===== config.mk =====
export PLATFORM = sky130hd
export DESIGN_NAME = alu_mul_seq
export DESIGN_NICKNAME = d
export VERILOG_FILES = /design/src/rtl/alu_mul_seq.sv
export SDC_FILE = /design/constraint.sdc
export NUM_CORES = 1
export LEC_CHECK = 0
export CAP_MARGIN = 5
export CORE_MARGIN = 10
export CORE_UTILIZATION = 47
export CTS_CLUSTER_SIZE = 25
export DETAILED_ROUTE_END_ITERATION = 6
export MAX_ROUTING_LAYER = met4
export PLACE_DENSITY = 0.84
export SLEW_MARGIN = 20
export SYNTH_ARGS = -nofsm -noshare
export SYNTH_HDL_FRONTEND = slang
export SYNTH_SLANG_ARGS = --single-unit

===== constraint.sdc =====
create_clock -name clk -period 2.1 [get_ports clk]
set_input_delay 0.315 -clock clk [delete_from_list [all_inputs] [get_ports clk]]
set_output_delay 0.315 -clock clk [all_outputs]
set_load 0.1 [all_outputs]

===== src/rtl/alu_mul_seq.sv =====
`default_nettype none
// ============================================================================
// Module      : alu_mul_seq
// Description : Shift-and-add 16x16 -> 16-bit (low word) multiply sequencer
//               that drives a shared external Alu16. Optional build macro
//               ALU_MUL_EARLY_EXIT_EN adds early exit and a prod_zr flag.
// Revision    : 1.0 - initial release
// ============================================================================
module alu_mul_seq #(
    parameter int NBITS = 16
) (
    input  logic        clk,
    input  logic        reset,
    input  logic        start,
    input  logic [15:0] a,
    input  logic [15:0] b,
    output logic        busy,
    output logic        done,
    output logic [15:0] product,
`ifdef ALU_MUL_EARLY_EXIT_EN
    output logic        prod_zr,
`endif
    output logic        alu_zx,
    output logic        alu_nx,
    output logic        alu_zy,
    output logic        alu_ny,
    output logic        alu_f,
    output logic        alu_no,
    output logic [15:0] alu_x,
    output logic [15:0] alu_y,
    input  logic [15:0] alu_out,
    input  logic        alu_zr,
    input  logic        alu_ng
);

    typedef enum logic [1:0] {
        S_IDLE = 2'd0,
        S_ADD  = 2'd1,
        S_DBL  = 2'd2,
        S_DONE = 2'd3
    } state_t;

    localparam logic [4:0] C_LAST_CNT = 5'(NBITS - 1);

    state_t      r_state;
    logic [15:0] r_acc;
    logic [15:0] r_mcand;
    logic [15:0] r_mplier;
    logic [4:0]  r_cnt;
    logic        r_busy;
    logic        r_done;
    logic [15:0] r_product;
    logic        w_last;

    // ALU flags are only meaningful to callers that inspect them directly.
    logic        w_unused_flags;
    assign w_unused_flags = alu_zr ^ alu_ng;

`ifdef ALU_MUL_EARLY_EXIT_EN
    logic        r_prod_zr;
    assign w_last  = (r_cnt == C_LAST_CNT) || ((r_mplier >> 1) == 16'd0);
    assign prod_zr = r_prod_zr;
`else
    assign w_last  = (r_cnt == C_LAST_CNT);
`endif

    assign busy    = r_busy;
    assign done    = r_done;
    assign product = r_product;

    always_ff @(posedge clk) begin
        if (reset) begin
            r_state   <= S_IDLE;
            r_acc     <= 16'd0;
            r_mcand   <= 16'd0;
            r_mplier  <= 16'd0;
            r_cnt     <= 5'd0;
            r_busy    <= 1'b0;
            r_done    <= 1'b0;
            r_product <= 16'd0;
`ifdef ALU_MUL_EARLY_EXIT_EN
            r_prod_zr <= 1'b0;
`endif
        end else begin
            case (r_state)
                S_IDLE: begin
                    if (start) begin
                        r_mcand  <= a;
                        r_mplier <= b;
                        r_acc    <= 16'd0;
                        r_cnt    <= 5'd0;
                        r_busy   <= 1'b1;
                        r_state  <= S_ADD;
                    end
                end
                S_ADD: begin
                    if (r_mplier[0]) begin
                        r_acc <= alu_out;
                    end
                    r_state <= S_DBL;
                end
                S_DBL: begin
                    // alu_out here is mcand+mcand, i.e. the doubled multiplicand
                    r_mcand  <= alu_out;
                    r_mplier <= r_mplier >> 1;
                    r_cnt    <= r_cnt + 5'd1;
                    if (w_last) begin
                        r_done  <= 1'b1;
                        r_state <= S_DONE;
                    end else begin
                        r_state <= S_ADD;
                    end
                end
                S_DONE: begin
                    r_product <= r_acc;
`ifdef ALU_MUL_EARLY_EXIT_EN
                    r_prod_zr <= (r_acc == 16'd0);
`endif
                    r_done    <= 1'b0;
                    r_busy    <= 1'b0;
                    r_state   <= S_IDLE;
                end
                default: r_state <= S_IDLE;
            endcase
        end
    end

    // ALU drive is decoded from state and registers only, never from start.
    always_comb begin
        alu_zx = 1'b0;
        alu_nx = 1'b0;
        alu_zy = 1'b0;
        alu_ny = 1'b0;
        alu_f  = 1'b0;
        alu_no = 1'b0;
        alu_x  = 16'd0;
        alu_y  = 16'd0;
        case (r_state)
            S_ADD: begin
                alu_f = 1'b1;
                alu_x = r_acc;
                alu_y = r_mcand;
            end
            S_DBL: begin
                alu_f = 1'b1;
                alu_x = r_mcand;
                alu_y = r_mcand;
            end
            default: ;
        endcase
    end

endmodule
`default_nettype wire


# Word-level counts from Yosys, hierarchy flattened
# Index checks and enable logic that the tools add are counted.
# totals
elab_cells,45
memories,0
romBits,0
ramBits,0
output_inout_bits,56
in_bits,53
latchBits,0
ff_bits,73
# op_classes
addsub,1
mul,0
eq_ne,7
n_lt_le_gt_ge,0
n_reduce_logical,10
bitwise_logic,0
shifts,0
n_mux,19
n_div,0
# op_table
op,n
one-hot mux 16 bit (2 select lines),4
two-way mux 16 bit,5
one-hot mux 5 bit (2 select lines),1
one-hot mux 2 bit (4 select lines),1
nonzero test 2 bit,4
!= test 2 bit (second input constant),3
AND reduction 2 bit,3
adder 5 x 1 -> 5 bit (second input constant),1
equality test 5 x 4 -> 1 bit (second input constant),1
two-way mux 5 bit,1
equality test 2 bit (second input constant),2
two-way mux 2 bit,2
one-hot mux 1 bit (2 select lines),2
two-way mux 1 bit,3
AND reduction 3 bit,1
equality test 2 x 1 -> 1 bit (second input constant),1
logical NOT 2 bit,1
OR reduction 2 bit,1

# Depth between registers and ports, before layout
# depth
depth_word,3
mapped_depth,8
mapped_depth_nobuf,6

# Worst setup path after synthesis
# No wires, ideal clock.
# synth_timing
kind,reg-to-output
start,register r_state[0]
end,output alu_x[0]
arrival_time_ps,2815
path_buffers,2
stages_incl_launch_ff,7
path_slack_ps,-1030
cell_sequence,dfxtp_1 inv_1 ha_1 and2_1 clkbuf_1 buf_2 a22o_1
# synth_via
elab_chain_cells,2
elab_cells_between_ends,3
# synth_lines
item,line,source
start: declaration,45,state_t r_state;
start signal: assignment,73,r_state <= S_IDLE;
start signal: assignment,93,r_state <= S_ADD;
start signal: assignment,100,r_state <= S_DBL;
equality test 2 bit / equality test 2 x 1 -> 1 bit (equally long branches),138,case (r_state)
one-hot mux 16 bit (2 select lines) (*),138,
end: declaration,29,"output logic [15:0] alu_x,"
# Every way passes the cells marked *; elsewhere a longest branch is shown, timed or not.

# Worst setup path in the final report
# layout_timing
start,register r_state[1]
end,output alu_x[12]
# Same word-level chain as after synthesis.

==> impl_metrics.yaml <==
run_status:
  outcome: "complete, no violations"
clock_network:
  clk-insertion-delay-late_ps: 340
  htreeDepth: 3
  cts_hold_buf: 0
  clk_pin_slew_worst_paths_ps: 80
  max-clock-path-buffers: 2
  cts_tree: "built"
  clockRootBuffer: "clkbuf_8"
  clock-sinks: 73
  cts_buffers: 9
place:
  globalplace.congestion: 0.790
  placed_area_um2: 4950
  preCtsSetupSlack_ps: 51.0
  dpl.hpwl_um: 6870
  port_buffers: 101
synthesis:
  synth-simple-area-share: 0.118
  synthAdderAreaFrac: 0.0251
  synth.cell_area_um2: 3480
  ys_types: 32
  syn_inst: 336
  ys_warn_count: 0
  synth-compound-area-share: 0.220
  synth_seq_cells: 73
  synth_top_family_by_area: "compound AO/OA/AOI/OAI gates"
  yosys.area.top_type: "dfxtp_1"
  yosysTopAreaCellShare: 0.419
  netlist_top_cells_area: "dfxtp_1 (42%), mux2i_1 (14%), a211oi_2 (10%), a22o_1 (8.0%), nor2_1 (5.7%)"
  synthXorXnorAreaFrac: 0
  synth.area.mux_share: 0.145
  ys_seq_area_frac: 0.419
  avgSynthCellArea_um2: 10.4
finish:
  drive_gt1_frac: 0.347
  final_common_cell: "dfxtp_1"
  final_cell_mix: "dfxtp_1 (71), nor2_1 (53), clkdlybuf4s50_1 (49)"
  regArea_um2: 1460
  multi_input_area_um2: 1980
  design_area_um2: 5350
  fillers: 498
  fin_nets: 496
  diodes: 0
  synthToLayoutAreaGrowth_pct: 53.4
global_route:
  antenna_found_initial: 0
  first_global_vias: 2979
  grt_util_met2: 0.290
  use_met1: 0.193
  grt_use_met3: 0.0453
  grt_busiest_layer: "met2"
  gr-total-overflow: 0
  grt_first_pass_wirelength_um: 15400
  grt.total_usage: 0.173
  grt_max_degree: 48
die:
  num_rows: 31
  die_width_um: 106
  ios: 109
  core_area_um2: 7210
  die-area_um2: 11300
  die_h_um: 106
  start_util: 0.483
sta:
  drv_slew: 0
  fin_hold_ws_ps: 378
  skew_ps: 6.40
  finalCritPeriodShare: 0.997
  max_freq_ghz: 0.478
  relSlewSlack: 0.458
  setup-tns-final_ps: 0
  setup_ws_ps: 6.58
  rsz0062_at_grt: "true"
  hold_viol_final: 0
  setup_violations: 0
  worst_slew_pin_slew_ps: 812
  fin_crit_ps: 2090
power:
  finalPower_mw: 5.20
  ir_worst_vdd_mv: 0.771
  p_leak_nw: 2.09
  power_density_nw_per_um2: 972
worst_setup_path:
  worstSetupPathDepth: 6
  crit_buf_inv: 3
  cpMaxStageDelayCell: "dfxtp_2"
  max_stage_delay_ps: 360
  rrSetupSlack_ps: 220
  crit_arrival_ps: 1780
  worstReg2RegEnd: "r_mplier[4]$_SDFFE_PP0P_"
  cp.required_ps: 1780
  critPathLaunchType: "register"
  crit_fanout: 6
  regToRegStartpoint: "r_state[1]$_SDFFE_PP0P_"
  startpoint: "r_state[1]$_SDFFE_PP0P_"
  path_class: "register to primary output"
  path_cells: "inv_4 > ha_4 > and2_4 > clkbuf_16 > a22o_4 > buf_12"
  r2r_cells: 7
  cpLargestDelayFamily: "buffers and inverters"
  crit_path_end_kind: "primary output"
flow_run:
  maxCapViolations: 0
detailed_routing:
  drt_iter0_drc: 122
  wl_um: 10100
  via_per_inst: 5.34
  final_antenna_net_count: 0
  vias: 2883
  dr.pass1.iters: 4
  drc: 0
  routedWlPerCell_um: 18.7
hold_path:
  holdPathStages: 2
  worstHoldStart: "reset"
  min_path_type: "primary input to register"
  hold-path-endpoint: "product[7]$_SDFFE_PP0P_"
-- per-layer routing --
layer  up-vias  part of all wire
met3         7             0.061
met2        85              0.50
met5         -                 0
li1       1401                 -
met1      1390              0.43
met4         0            0.0099
-- worst max path at each step --
| stage | to | slack (ps) |
|---|---|---|
| 5_1_grt | alu_x[9] | -40 |
| 3_5_place_dp | r_acc[3]$_SDFFE_PP0P_ | 50 |
| 4_1_cts | alu_x[15] | -4 |
| 6_report | alu_x[12] | 7 |
| 3_3_place_gp | r_acc[4]$_SDFFE_PP0P_ | 140 |
| 2_1_floorplan | alu_x[12] | 7 |
-- flip-flops by register name (all words and copies together), names as in the netlist --
signal and flops:
product 16, r_acc 16, r_mcand 16, r_mplier 16, r_cnt 5, r_state 2
busy 1, done 1
-- worst register-to-register path: stages (launching register included) --
cell and delay, ps:
dfxtp_2 360, buf_4 130, ha_2 200, buf_12 280, mux2_4 260, buf_4 280
nor2_1 100, a211oi_2 190
-- Yosys cell counts --
library cell and count:
dfxtp_1 73, nor2_1 53, mux2i_1 48, a22o_1 32, a211oi_2 28, and2_1 18
buf_2 11, buf_4 8, buf_6 7, ha_1 7, a21oi_1 6, clkbuf_1 6
inv_1 6, nand2_1 5, a211oi_1 4, a32oi_1 2, and3_1 2, buf_1 2
nand3b_1 2, nand4b_1 2, nor2b_1 2, o22a_1 2, a21oi_4 1, a311oi_1 1
a31oi_1 1, and4b_1 1, conb_1 1, mux2_2 1, mux2_4 1, nand2b_1 1
nand2b_2 1, o32ai_1 1
-- layout make-up --
type	instances	share of cell area
multi-input combinational	227	0.370
timing repair buffer	119	0.286
sequential	73	0.274
clock buffer	11	0.0283
tap	99	0.0232
clock inverter	5	0.0145
inverter	6	0.00468
-- metrics by stage --
step            util  cells
2_1_floorplan      -    340
3_3_place_gp   0.686    517
3_5_place_dp   0.686    517
4_1_cts        0.728    534
5_1_grt        0.741    540
6_report       0.741    540
-- cells by family after synthesis --
kind of cell | count (synthesis)
simple gates | 87
compound gates | 78
flops | 73
mux | 50
buf+inv | 40
fa+ha+maj | 7
other cells | 1
-- power by group --
group | total, mW | switching [mW] | leakage [nW] | internal, mW
Clock | 1.24 | 0.506 | 0.115 | 0.730
Combinational | 2.28 | 1.38 | 1.38 | 0.896
Sequential | 1.68 | 0.128 | 0.597 | 1.55
Total | 5.20 | 2.02 | 2.09 | 3.18
-- timing repair --
| action | 4_1_cts | 5_1_grt |
|---|---|---|
| gates resized for setup | 17 | 4 |
| gates cloned | 1 | 1 |
| setup buffers | 0 | 5 |
| pin swaps | 2 | 18 |
| setup endpoints to repair | 16 | 16 |
No activity file was read; power rests on OpenSTA's default activity.
